`src/rtl/booth_mac_seq.sv`:
```
// booth_mac_seq: sequential radix-2 Booth multiply-accumulate unit.
// One operand set is accepted in IDLE. WIDTH+1 Booth steps run in RUN.
// DONE strobes out_valid while the product is folded into a wide accumulator
// that carries a sticky overflow flag.
module booth_mac_seq #(
    parameter int unsigned WIDTH = 8,
    parameter int unsigned ACC_W = 2*WIDTH+8
) (
    input  logic                 clk,
    input  logic                 rst_n,
    input  logic                 in_valid,
    output logic                 in_ready,
    input  logic [WIDTH-1:0]     a,
    input  logic [WIDTH-1:0]     b,
    input  logic                 is_signed,
    input  logic                 acc_en,
    input  logic                 clr,
    output logic                 out_valid,
    output logic [2*WIDTH-1:0]   prod,
    output logic [ACC_W-1:0]     acc,
    output logic                 overflow
);

    localparam int unsigned OW    = WIDTH + 1;
    localparam int unsigned PW    = 2 * WIDTH;
    localparam int unsigned CNT_W = $clog2(WIDTH + 2);

    typedef enum logic [1:0] {
        IDLE = 2'd0,
        RUN  = 2'd1,
        DONE = 2'd2
    } state_t;

    state_t             state;
    logic [OW-1:0]      m_r;
    logic [OW-1:0]      a_r;
    logic [OW-1:0]      q_r;
    logic               q_1;
    logic [CNT_W-1:0]   cnt;
    logic               sgn_r;
    logic               acc_en_r;

    logic [OW-1:0]      ext_a_c;
    logic [OW-1:0]      ext_b_c;
    logic               booth_add_c;
    logic               booth_sub_c;
    logic [OW-1:0]      addend_c;
    logic [OW-1:0]      sum_c;
    logic [OW-1:0]      a_nxt_c;
    logic [OW-1:0]      q_nxt_c;
    logic [PW-1:0]      prod_nxt_c;
    logic [ACC_W-1:0]   pext_c;
    logic [ACC_W:0]     acc_sum_c;
    logic               acc_ovf_c;
    logic               last_c;

    // Operand extension to WIDTH+1 bits so one datapath serves both modes
    always_comb begin
        ext_a_c = {is_signed & a[WIDTH-1], a};
        ext_b_c = {is_signed & b[WIDTH-1], b};
    end

    // One Booth step: conditional add/subtract of M, then arithmetic shift of {A,Q,Q_1}
    always_comb begin
        booth_add_c = ~q_r[0] & q_1;
        booth_sub_c = q_r[0] & ~q_1;
        addend_c    = '0;
        if (booth_add_c) begin
            addend_c = m_r;
        end else if (booth_sub_c) begin
            addend_c = ~m_r;
        end
        sum_c      = a_r + addend_c + OW'(booth_sub_c);
        a_nxt_c    = {sum_c[OW-1], sum_c[OW-1:1]};
        q_nxt_c    = {sum_c[0], q_r[OW-1:1]};
        prod_nxt_c = PW'({a_nxt_c, q_nxt_c});
    end

    // Product extension to accumulator width and the add with its overflow detect
    always_comb begin
        pext_c = ACC_W'(prod_nxt_c);
        if (sgn_r && prod_nxt_c[PW-1]) begin
            pext_c = pext_c | ~(ACC_W'({PW{1'b1}}));
        end
        acc_sum_c = {1'b0, acc} + {1'b0, pext_c};
        if (sgn_r) begin
            acc_ovf_c = (acc[ACC_W-1] == pext_c[ACC_W-1]) &&
                        (acc_sum_c[ACC_W-1] != acc[ACC_W-1]);
        end else begin
            acc_ovf_c = acc_sum_c[ACC_W];
        end
        last_c = (state == RUN) && (cnt == CNT_W'(WIDTH));
    end

    // Control FSM and Booth iteration registers
    always_ff @(posedge clk or negedge rst_n) begin
        if (!rst_n) begin
            state     <= IDLE;
            in_ready  <= 1'b1;
            out_valid <= 1'b0;
            m_r       <= '0;
            a_r       <= '0;
            q_r       <= '0;
            q_1       <= 1'b0;
            cnt       <= '0;
            sgn_r     <= 1'b0;
            acc_en_r  <= 1'b0;
        end else begin
            out_valid <= 1'b0;
            case (state)
                IDLE: begin
                    if (in_valid) begin
                        m_r      <= ext_a_c;
                        q_r      <= ext_b_c;
                        a_r      <= '0;
                        q_1      <= 1'b0;
                        cnt      <= '0;
                        sgn_r    <= is_signed;
                        acc_en_r <= acc_en;
                        in_ready <= 1'b0;
                        state    <= RUN;
                    end
                end
                RUN: begin
                    a_r <= a_nxt_c;
                    q_r <= q_nxt_c;
                    q_1 <= q_r[0];
                    cnt <= cnt + CNT_W'(1);
                    if (last_c) begin
                        out_valid <= 1'b1;
                        state     <= DONE;
                    end
                end
                DONE: begin
                    in_ready <= 1'b1;
                    state    <= IDLE;
                end
                default: begin
                    in_ready <= 1'b1;
                    state    <= IDLE;
                end
            endcase
        end
    end

    // Result, accumulator and sticky overflow; clr coinciding with completion loads the product
    always_ff @(posedge clk or negedge rst_n) begin
        if (!rst_n) begin
            prod     <= '0;
            acc      <= '0;
            overflow <= 1'b0;
        end else if (last_c) begin
            prod <= prod_nxt_c;
            if (clr) begin
                acc      <= pext_c;
                overflow <= 1'b0;
            end else if (acc_en_r) begin
                acc      <= acc_sum_c[ACC_W-1:0];
                overflow <= overflow | acc_ovf_c;
            end else begin
                acc <= pext_c;
            end
        end else if (clr) begin
            acc      <= '0;
            overflow <= 1'b0;
        end
    end

endmodule

```
`config.mk`:
```
export PLATFORM = sky130hd
export DESIGN_NAME = booth_mac_seq
export DESIGN_NICKNAME = d
export VERILOG_FILES = /design/src/rtl/booth_mac_seq.sv
export SDC_FILE = /design/constraint.sdc
export NUM_CORES = 1
export LEC_CHECK = 0
export CAP_MARGIN = 20
export CORE_MARGIN = 2
export CORE_UTILIZATION = 40
export CTS_CLUSTER_DIAMETER = 60
export DETAILED_ROUTE_END_ITERATION = 10
export SYNTH_ARGS = -nofsm -noshare
export SYNTH_HDL_FRONTEND = slang
export SYNTH_SLANG_ARGS = --single-unit
```
`constraint.sdc`:
```
create_clock -name clk -period 7.9 [get_ports clk]
set_clock_uncertainty 0.15 [all_clocks]
set_input_delay 1.58 -clock clk [delete_from_list [all_inputs] [get_ports clk]]
set_output_delay 1.58 -clock clk [all_outputs]
set_load 0.01 [all_outputs]
```
==> metrics, run 1 <==
fmax=199 MHz; Worst Setup SP=q_r[0]; Max Root-Sink Buffers=2; hold crit path type=reg -> reg; clock root buffer master=clkbuf_16; most used routing layer=met2; met3 Use GR=0.0346; Cell Pwr Density=461 nW/µm²; unrepaired setup endpoints after global routing=false; CTS H-Tree Depth=3; area leader, netlist=dfrtp_1; Synth cell types=54; nets=661; clock latency on the worst-skew pair=about 0.35 ns; Worst Path Arrival=just over 5 ns; GRT Total Usage=0.198; critical path class=reg -> reg; Num Clock Sinks=78; layout cells sized above 1=0.0544; met2 GRT Util=0.311; Initial DRC Count=245; yosys warns=0; die area=12700 µm²; grt total ovfl=0; Cell Area, Synth=~4700 µm²; CTS clk-pin slew, worst paths=~0.070 ns; # DRC=0; Top FF cell, synth=dfrtp_1; Slew HR=0.292; vias=between 4000 and 5000; die width=approximately 110 µm; Core ar.=about 11000 µm²; top-area cell type share of the netlist area=0.408; Post-DP HPWL=approximately 8700 µm; Die Height=between 100 and 150 µm; drt pass-1 iters=4; number of global-route vias before repair=a little over 4000; ant diodes=0; Avg WL per Cell=approximately 16 µm; largest net degree at the start of global routing=between 70 and 80; top cells by area, synth=dfrtp_1 41%, nand2_1 9.7%, ha_1 9.0%; setup_tns=0 ns; starting density of the core=0.412; #FFs+latches synth=78; Reg power frac=0.259; Seq/Total Area, Yosys=0.414; most frequent cells in the layout=122 x nand2_1, 77 x dfrtp_1, 63 x clkdlybuf4s50_1; Hold WS=about 0.33 ns; Pint=1.44 mW; fin. max-slew vios=0; HP Start=prod[1]; first-pass GRT wire length=20000 µm; post-cts sizing count=0; CTS Buf Count=9; required time worst endpoint=7.98 ns; met1 Track Usage GR=0.273; Port Buf Inserts=64; Critical R2R Launch=q_r[0]; Max VDD drop=218 µV; type of element launching the critical path=flip-flop; Lkg Pwr=around 2.6 nW; Worst-Margin Slew=~1.1 ns; Via density=5.52; total of max-cap violations=0; Post-synth EDFFs=0; crit path max fanout=9; crit end category=flip-flop; # hold bufs at CTS=0; net load switching power=about 1.2 mW; switch share=0.463; Placer Congestion=0.933; Tmin final=between 5 and 6 ns; net count after synthesis=about 600; final period utilization=0.636; Post-Route WL=11900 µm; Synth async-reset ratio=1.00; number of I/O pins=65; Final Hold Fails=0; Setup Viol. Count Final=0; Post-DRT Antenna Nets=0; Gate power share=0.583; CTS tree=done; Syn Area/Cell=8.68 µm²; status=finished, final reports clean; clock share of power=0.158; commonest non-fill, non-tap cell in the layout=nand2_1; Area Growth Syn to Fin=22.8%; std cell rows=39; post-synthesis cell count=544; post-CTS setup buffer count=0; initial antenna violation count=0
## synthesized netlist by cell type (2+ instances only)
library cell  number
nor3_1             7
o21ai_0           48
a31o_2             3
nor2_1            36
inv_1             17
xnor2_1           15
o21a_1             3
a21o_1             5
a32oi_1            3
clkbuf_1          17
o31ai_1            3
nand2b_1           5
xor2_1            13
dfrtp_1           77
fa_1               3
o21bai_1           3
nand2_1          122
ha_1              34
a221o_1            9
nand3_1           17
a22oi_1            9
a21oi_1           30
or3_1              2
a211oi_1           5
o221ai_1           2
a31oi_1            7
nand4_1            6
nor2b_1           11
o22ai_1            4
buf_1              2
and3_1             3
## path summary, 6_finish.rpt
path	endpoint	cells past startpoint	slack, ns
max	acc[22]	17	2.88
min	prod[1]	2	0.33
max reg2reg	acc[22]	17	2.88
min reg2reg	prod[1]	2	0.33
max in group asynchronous	in_ready	2	5.96
min in group asynchronous	acc[5]	1	1.01
## state kept, by name (all words and copies together) (netlist names)
name,count
sgn_r,1
a_r,8
acc_en_r,1
q_1,1
acc,24
out_valid,1
m_r,9
prod,16
state,2
cnt,4
q_r,9
in_ready,1
overflow,1
## cell type report
class                      instances  area (µm²)
timing repair buffer              67         681
multi-input combinational        427        2620
clock buffer                      10         229
sequential                        78        1950
fill                            1087        5670
tap                              143         179
inverter                          19        71.3
clock inverter                     6        71.3
## metal layers
metal  wire, µm  vias up
li1           -     2039
met1       5690     2007
met2       5620       80
met3        425       15
met4        204        0
met5          0        -
## cell families (layout without fill, tap and decap cells)
group           count (synthesis)  after routing  synth area share
compound gates                147            147             0.201
xor+xnor                       28             28            0.0519
flops                          78             78             0.414
fa+ha+maj                      37             37             0.103
buf+inv                        39            102            0.0326
simple gates                  215            215             0.198
## through the flow
step           setup slack, ns  cell area [µm²]  instances  utilization  power (mW)
2_1_floorplan             3.25             4720        544            -        1.79
3_3_place_gp              3.08             5470        733        0.477        2.21
3_5_place_dp              2.90             5470        733        0.477        2.25
4_1_cts                   2.88             5770        749        0.503        2.68
5_1_grt                   2.49             5800        750        0.506        2.92
6_report                  2.88             5800        750        0.506        2.67
## power by group through the flow
stage / sequential (mW) / clock, mW / combinational [mW]
after floorplan: 0.684 / 0 / 1.10
after global placement: 0.695 / 0 / 1.52
after detailed placement: 0.699 / 0 / 1.55
after CTS: 0.693 / 0.432 / 1.56
after global routing: 0.718 / 0.450 / 1.75
final: 0.692 / 0.423 / 1.56
## worst max-delay path, stage by stage, from the launching register on
cell and delay (ns):
dfrtp_1 0.40, nor2b_1 0.45, a21oi_1 0.17, fa_1 0.40, nand3b_1 0.18, a31o_2 0.25
a21oi_1 0.16, xor2_1 0.36, nand2_1 0.16, inv_1 0.26, ha_1 0.36, nand4_1 0.18
or3_1 0.12, o22ai_1 0.06, or4b_4 0.52, o31a_1 0.27, xor2_1 0.14, a221o_1 0.28
(Power assumes the default switching activity.)
==> run 2: changes to the inputs <==
==> constraint.sdc (replaced) <==
create_clock -name clk -period 5.25 [get_ports clk]
set_clock_uncertainty 0.15 [all_clocks]
set_input_delay 1.05 -clock clk [delete_from_list [all_inputs] [get_ports clk]]
set_output_delay 1.05 -clock clk [all_outputs]
set_load 0.01 [all_outputs]
==> metrics, run 2 (same netlist as run 1, synthesis figures left out) <==
switch share=0.457 (-0.00640); total of max-cap violations=0 (unchanged); Top Layer Used=met4; Cell Pwr Density=705 nW/µm² (+53%); largest net degree at the start of global routing=79 (unchanged); Reg area=1950 µm² (unchanged); Port Buf Inserts=64 (unchanged); CTS Buf Count=9 (unchanged); Slew HR=0.289 (-0.00327); ant diodes=0 (unchanged); WP buf/inv=2 (+1); top flop regs=acc (24), prod (16); std cell rows=39 (unchanged); CTS H-Tree Depth=3 (unchanged); Gate power share=0.589 (+0.006); fillers=1097 (+0.92%); setup_tns=0 ns (unchanged); Pint=2.24 mW (+56%); Avg WL per Cell=15.8 µm (-0.38%); first-pass GRT wire length=20700 µm (+3.4%); Max VDD drop=326 µV (+49%); status=finished, final reports clean; Num Clock Sinks=78 (unchanged); critical path's top delay family=compound AO/OA/AOI/OAI gates; fmax=207 MHz (+3.8%); required time worst endpoint=5.33 ns (-2.65 ns); Initial DRC Count=172 (-30%); Via density=5.41 (-2.0%); Area Growth Syn to Fin=23.6%; Final Hold Fails=0 (unchanged); crit path max fanout=10 (+1); number of global-route vias before repair=4168 (+3.5%); crit end category=flip-flop; die area=12700 µm² (unchanged); most frequent cells in the layout=122 x nand2_1, 77 x dfrtp_1, 63 x clkdlybuf4s50_1; Worst-Margin Slew=1.06 ns (+0.00316 ns); Setup Viol. Count Final=0 (unchanged); clock latency on the worst-skew pair=0.35 ns (about the same); hold crit path type=reg -> reg; # DRC=0 (unchanged); metal3 WL=592 µm (+39%); GRT Total Usage=0.204 (+0.00618); CTS clk-pin slew, worst paths=0.06 ns (about the same); largest stage delay on the critical path=0.52 ns (about the same); fin. max-slew vios=0 (unchanged); vias=4079 (-1.5%); drt pass-1 iters=4 (unchanged); number of I/O pins=65 (unchanged); # hold bufs at CTS=0 (unchanged); nets=665 (+0.61%); number of flip-flops in the largest register=24 (unchanged); placed instance count=737 (+0.55%); Metal-1 WL=5600 µm (-1.5%); initial antenna violation count=0 (unchanged); Post-DRT Antenna Nets=0 (unchanged); die width=113 µm (unchanged); Biggest register=acc; starting density of the core=0.412 (unchanged); grt total ovfl=0 (unchanged); Worst Path Arrival=4.92 ns (-0.18 ns); Met2 Routed Length=5580 µm (-0.68%); Post-Route WL=12000 µm (+0.15%); Reg power frac=0.254 (-0.005); post-CTS setup buffer count=0 (unchanged); fin area=5840 µm² (+0.63%); Post-DP HPWL=8810 µm (+1.8%); clock root buffer master=clkbuf_16; type of element launching the critical path=flip-flop; Critical-path top delay cell=or4b_4; Max Root-Sink Buffers=2 (unchanged); unrepaired setup endpoints after global routing=false; Core ar.=11500 µm² (unchanged); CP Cell Sequence=nand2b_1, nor2_1, a21oi_1, fa_1, inv_1, fa_1, a21o_1, a21oi_1, nor2b_1, o21a_1, nor2_1, xor2_1, inv_1, ha_1, a21oi_1, nor2b_1, nor2_1, o22ai_1, or4b_4, o31a_1, xor2_1, a221o_1; Lkg Pwr=2.67 nW (+1.0%); CTS tree=done; net load switching power=1.88 mW (+52%); commonest non-fill, non-tap cell in the layout=nand2_1; Tmin final=4.84 ns (-0.186 ns); DP Area=5500 µm² (+0.55%); final period utilization=0.921 (+0.285); layout cells sized above 1=0.0622 (+0.00783); post-cts sizing count=0 (unchanged); Die Height=113 µm (unchanged); multi-input logic area=2620 µm² (unchanged); Placer Congestion=0.912 (-2.2%); critical path class=reg -> reg; clock share of power=0.157 (about the same); fin cells=754 (+0.53%)
-- run 2: changes by cell type in the layout (fill, tap and decap cells not counted) --
cell	previous run	this run
clkinv_4	2	3
buf_4	3	7
clkinvlp_4	2	1
inv_6	1	2
clkbuf_1	1	0
-- run 2: stage by stage --
| stage | power (mW) | hold WS, ns | worst slack [ns] | utilization |
|---|---|---|---|---|
| finish | 4.11 | 0.327 | 0.413 | 0.509 |
| CTS | 4.14 | 0.333 | 0.412 | 0.507 |
| global route | 4.52 | 0.343 | 0.0284 | 0.509 |
| detailed placement | 3.47 | 0.317 | 0.442 | 0.480 |
| global placement | 3.43 | 0.316 | 0.525 | 0.480 |
| floorplan | 2.69 | 0.299 | 0.600 | - |
-- run 2: layout make-up --
class                   count  area share
well taps                 143      0.0307
clock inverters             7      0.0139
flip-flops and latches     78       0.335
repair buffers             71       0.122
clock buffers               9      0.0386
multi-input cells         427       0.448
inverters                  19      0.0122
-- run 2: final timing paths --
kind / start / endpoint / depth (start not counted) / slack, ns
setup / recovery: q_r[0] / acc[22] / 22 / 0.41
hold / removal: prod[5] / prod[5] / 2 / 0.33
setup reg to reg: q_r[0] / acc[22] / 22 / 0.41
hold reg to reg: prod[5] / prod[5] / 2 / 0.33
max in group asynchronous: rst_n / in_ready / 2 / 3.84
min in group asynchronous: rst_n / acc[5] / 1 / 0.49
-- run 2: per-layer routing --
metal / GRT usage / vias up
met1: 0.277 / 1933
met3: 0.0313 / 13
met4: 0.0797 / 0
met5: 0 / -
met2: 0.328 / 89
li1: - / 2044
-- run 2: worst reg2reg max path: cells and delay by family (launching register included) --
family                     cells  cell delay [ns]
AOI/OAI and AO/OA              8             1.57
and+or+nand+nor                7             1.18
adders and majority gates      3             0.98
DFF                            1             0.40
xor gates and xnor gates       2             0.33
buffers and inverters          2             0.12
-- run 2: power groups by stage --
stage	Sequential [mW]	Clock, mW	Combinational (mW)
2_1_floorplan	1.03	0	1.66
3_3_place_gp	1.05	0	2.38
3_5_place_dp	1.05	0	2.42
4_1_cts	1.04	0.664	2.43
5_1_grt	1.07	0.692	2.75
6_report	1.04	0.647	2.42
==> run 3: changes to the inputs <==
--- a/config.mk
+++ b/config.mk
@@ -5,11 +5,12 @@
 export SDC_FILE = /design/constraint.sdc
 export NUM_CORES = 1
 export LEC_CHECK = 0
-export CAP_MARGIN = 20
 export CORE_MARGIN = 2
 export CORE_UTILIZATION = 40
 export CTS_CLUSTER_DIAMETER = 60
 export DETAILED_ROUTE_END_ITERATION = 10
+export DONT_BUFFER_PORTS = 1
+export PLACE_DENSITY = 0.54
 export SYNTH_ARGS = -nofsm -noshare
 export SYNTH_HDL_FRONTEND = slang
 export SYNTH_SLANG_ARGS = --single-unit
==> metrics, run 3 (same netlist as run 1, synthesis figures left out) <==
Worst Path Arrival=4.91 ns (about the same); CTS H-Tree Depth=3 (unchanged); post-CTS setup buffer count=0 (unchanged); Worst Setup SP=q_r[0]; Tmin final=4.82 ns (-0.0135 ns); Initial DRC Count=197 (+15%); required time worst endpoint=5.33 ns (about the same); Placer Congestion=0.891 (-2.4%); std cell rows=39 (unchanged); nets=600 (-9.8%); number of global-route vias before repair=3754 (-9.9%); most frequent cells in the layout=122 x nand2_1, 77 x dfrtp_1, 48 x o21ai_0; Cell Pwr Density=767 nW/µm² (+8.7%); reg2reg path depth=22 (unchanged); first-pass GRT wire length=20100 µm (-3.1%); setup_tns=0 ns (unchanged); Lkg Pwr=2.43 nW (-9.1%); top flop regs=acc (24), prod (16); CTS Buf Count=9 (unchanged); crit end category=flip-flop; final period utilization=0.919 (-0.00257); total of max-cap violations=0 (unchanged); fillers=1099 (+0.18%); starting density of the core=0.412 (unchanged); grt total ovfl=0 (unchanged); Via density=5.52 (+2.0%); Hold WS=0.240 ns (-0.0868 ns); clock root buffer master=clkbuf_16; hold crit path type=in -> async; fmax=207 MHz (+0.28%); Setup Viol. Count Final=0 (unchanged); drt pass-1 iters=4 (unchanged); Post-Route WL=11900 µm (-0.34%); Worst R2R End=acc[22]; status=finished, final reports clean; commonest non-fill, non-tap cell in the layout=nand2_1; Worst-Margin Slew=0.980 ns (-0.0831 ns); ant diodes=0 (unchanged); Slew HR=0.344 (+0.0556); critical path class=reg -> reg; Reg2Reg Setup Slack=0.43 ns (about the same); Post-DP HPWL=8620 µm (-2.2%); largest net degree at the start of global routing=79 (unchanged); layout cells sized above 1=0.0678 (+0.00557); Post-DRT Antenna Nets=0 (unchanged); # DRC=0 (unchanged); unrepaired setup endpoints after global routing=false; die area=12700 µm² (unchanged); crit path max fanout=10 (unchanged); type of element launching the critical path=flip-flop; Layout Utilization=0.453 (-0.0563); Final Hold Fails=0 (unchanged); initial antenna violation count=0 (unchanged); GRT Total Usage=0.200 (-0.00332); CTS tree=done; Die Height=113 µm (unchanged); Area Growth Syn to Fin=9.91%; Critical R2R Launch=q_r[0]; Biggest register=acc; die width=113 µm (unchanged); Avg WL per Cell=17.3 µm (+9.1%); Core ar.=11500 µm² (unchanged); CTS clk-pin slew, worst paths=0.06 ns (about the same); Max Root-Sink Buffers=2 (unchanged); clock latency on the worst-skew pair=0.35 ns (about the same); Max VDD drop=289 µV (-11%); vias=3801 (-6.8%); Port Buf Inserts=0 (-100%); number of I/O pins=65 (unchanged); fin. max-slew vios=0 (unchanged); number of flip-flops in the largest register=24 (unchanged); Num Clock Sinks=78 (unchanged)
run 3: routing by layer:
layer / track usage / part of all wire
met1: 0.269 / 0.47
met2: 0.318 / 0.47
met3: 0.0475 / 0.045
met4: 0.0715 / 0.020
met5: 0 / 0
run 3: power breakdown:
group          total [mW]  switching, mW  leakage [nW]  internal [mW]
combinational        2.18           1.32          1.28          0.868
clock               0.691          0.271         0.150          0.420
sequential           1.10          0.270         0.999          0.834
run 3: worst max-delay path by stage:
stage	endpoint	slack, ns	depth (start not counted)
detailed placement	acc[22]	0.47	17
finish	acc[22]	0.43	22
floorplan	acc[22]	0.60	23
global route	acc[22]	0.1	22
CTS	acc[22]	0.42	17
global placement	acc[22]	0.52	22
run 3: critical path, stage by stage (launching register included):
cell and delay (ns):
dfrtp_1 0.41, nand2b_1 0.25, nor2_1 0.07, a21oi_1 0.16, fa_1 0.21, inv_1 0.06, fa_1 0.40, a21o_1 0.17
a21oi_1 0.20, nor2b_1 0.07, o21a_1 0.18, nor2_1 0.11, xor2_1 0.20, inv_1 0.06, ha_1 0.35, a21oi_1 0.20
nor2b_1 0.06, nor2_1 0.09, o22ai_1 0.08, or4b_4 0.52, o31a_1 0.26, xor2_1 0.14, a221o_1 0.29
run 3: repair_timing:
item,CTS,global route
gates resized for setup,0,1
hold buffers,0,0
setup endpoints to repair,0,1
run 3: cell type report:
class,count,area (µm²),area share
inverter,19,71.3,0.0137
timing repair buffer,6,45.0,0.00868
tap,143,179,0.0345
clock inverter,6,92.6,0.0178
clock buffer,10,229,0.0441
sequential,78,1950,0.376
multi-input combinational,427,2620,0.505
run 3: metrics by stage:
step,total power [mW],cells,setup slack (ns),area (µm²)
final,3.98,689,0.426,5190
after global routing,4.32,689,0.0995,5190
after CTS,4.01,689,0.422,5190
after detailed placement,3.29,673,0.472,4870
after global placement,3.25,673,0.516,4870
after floorplan,2.69,544,0.600,4720
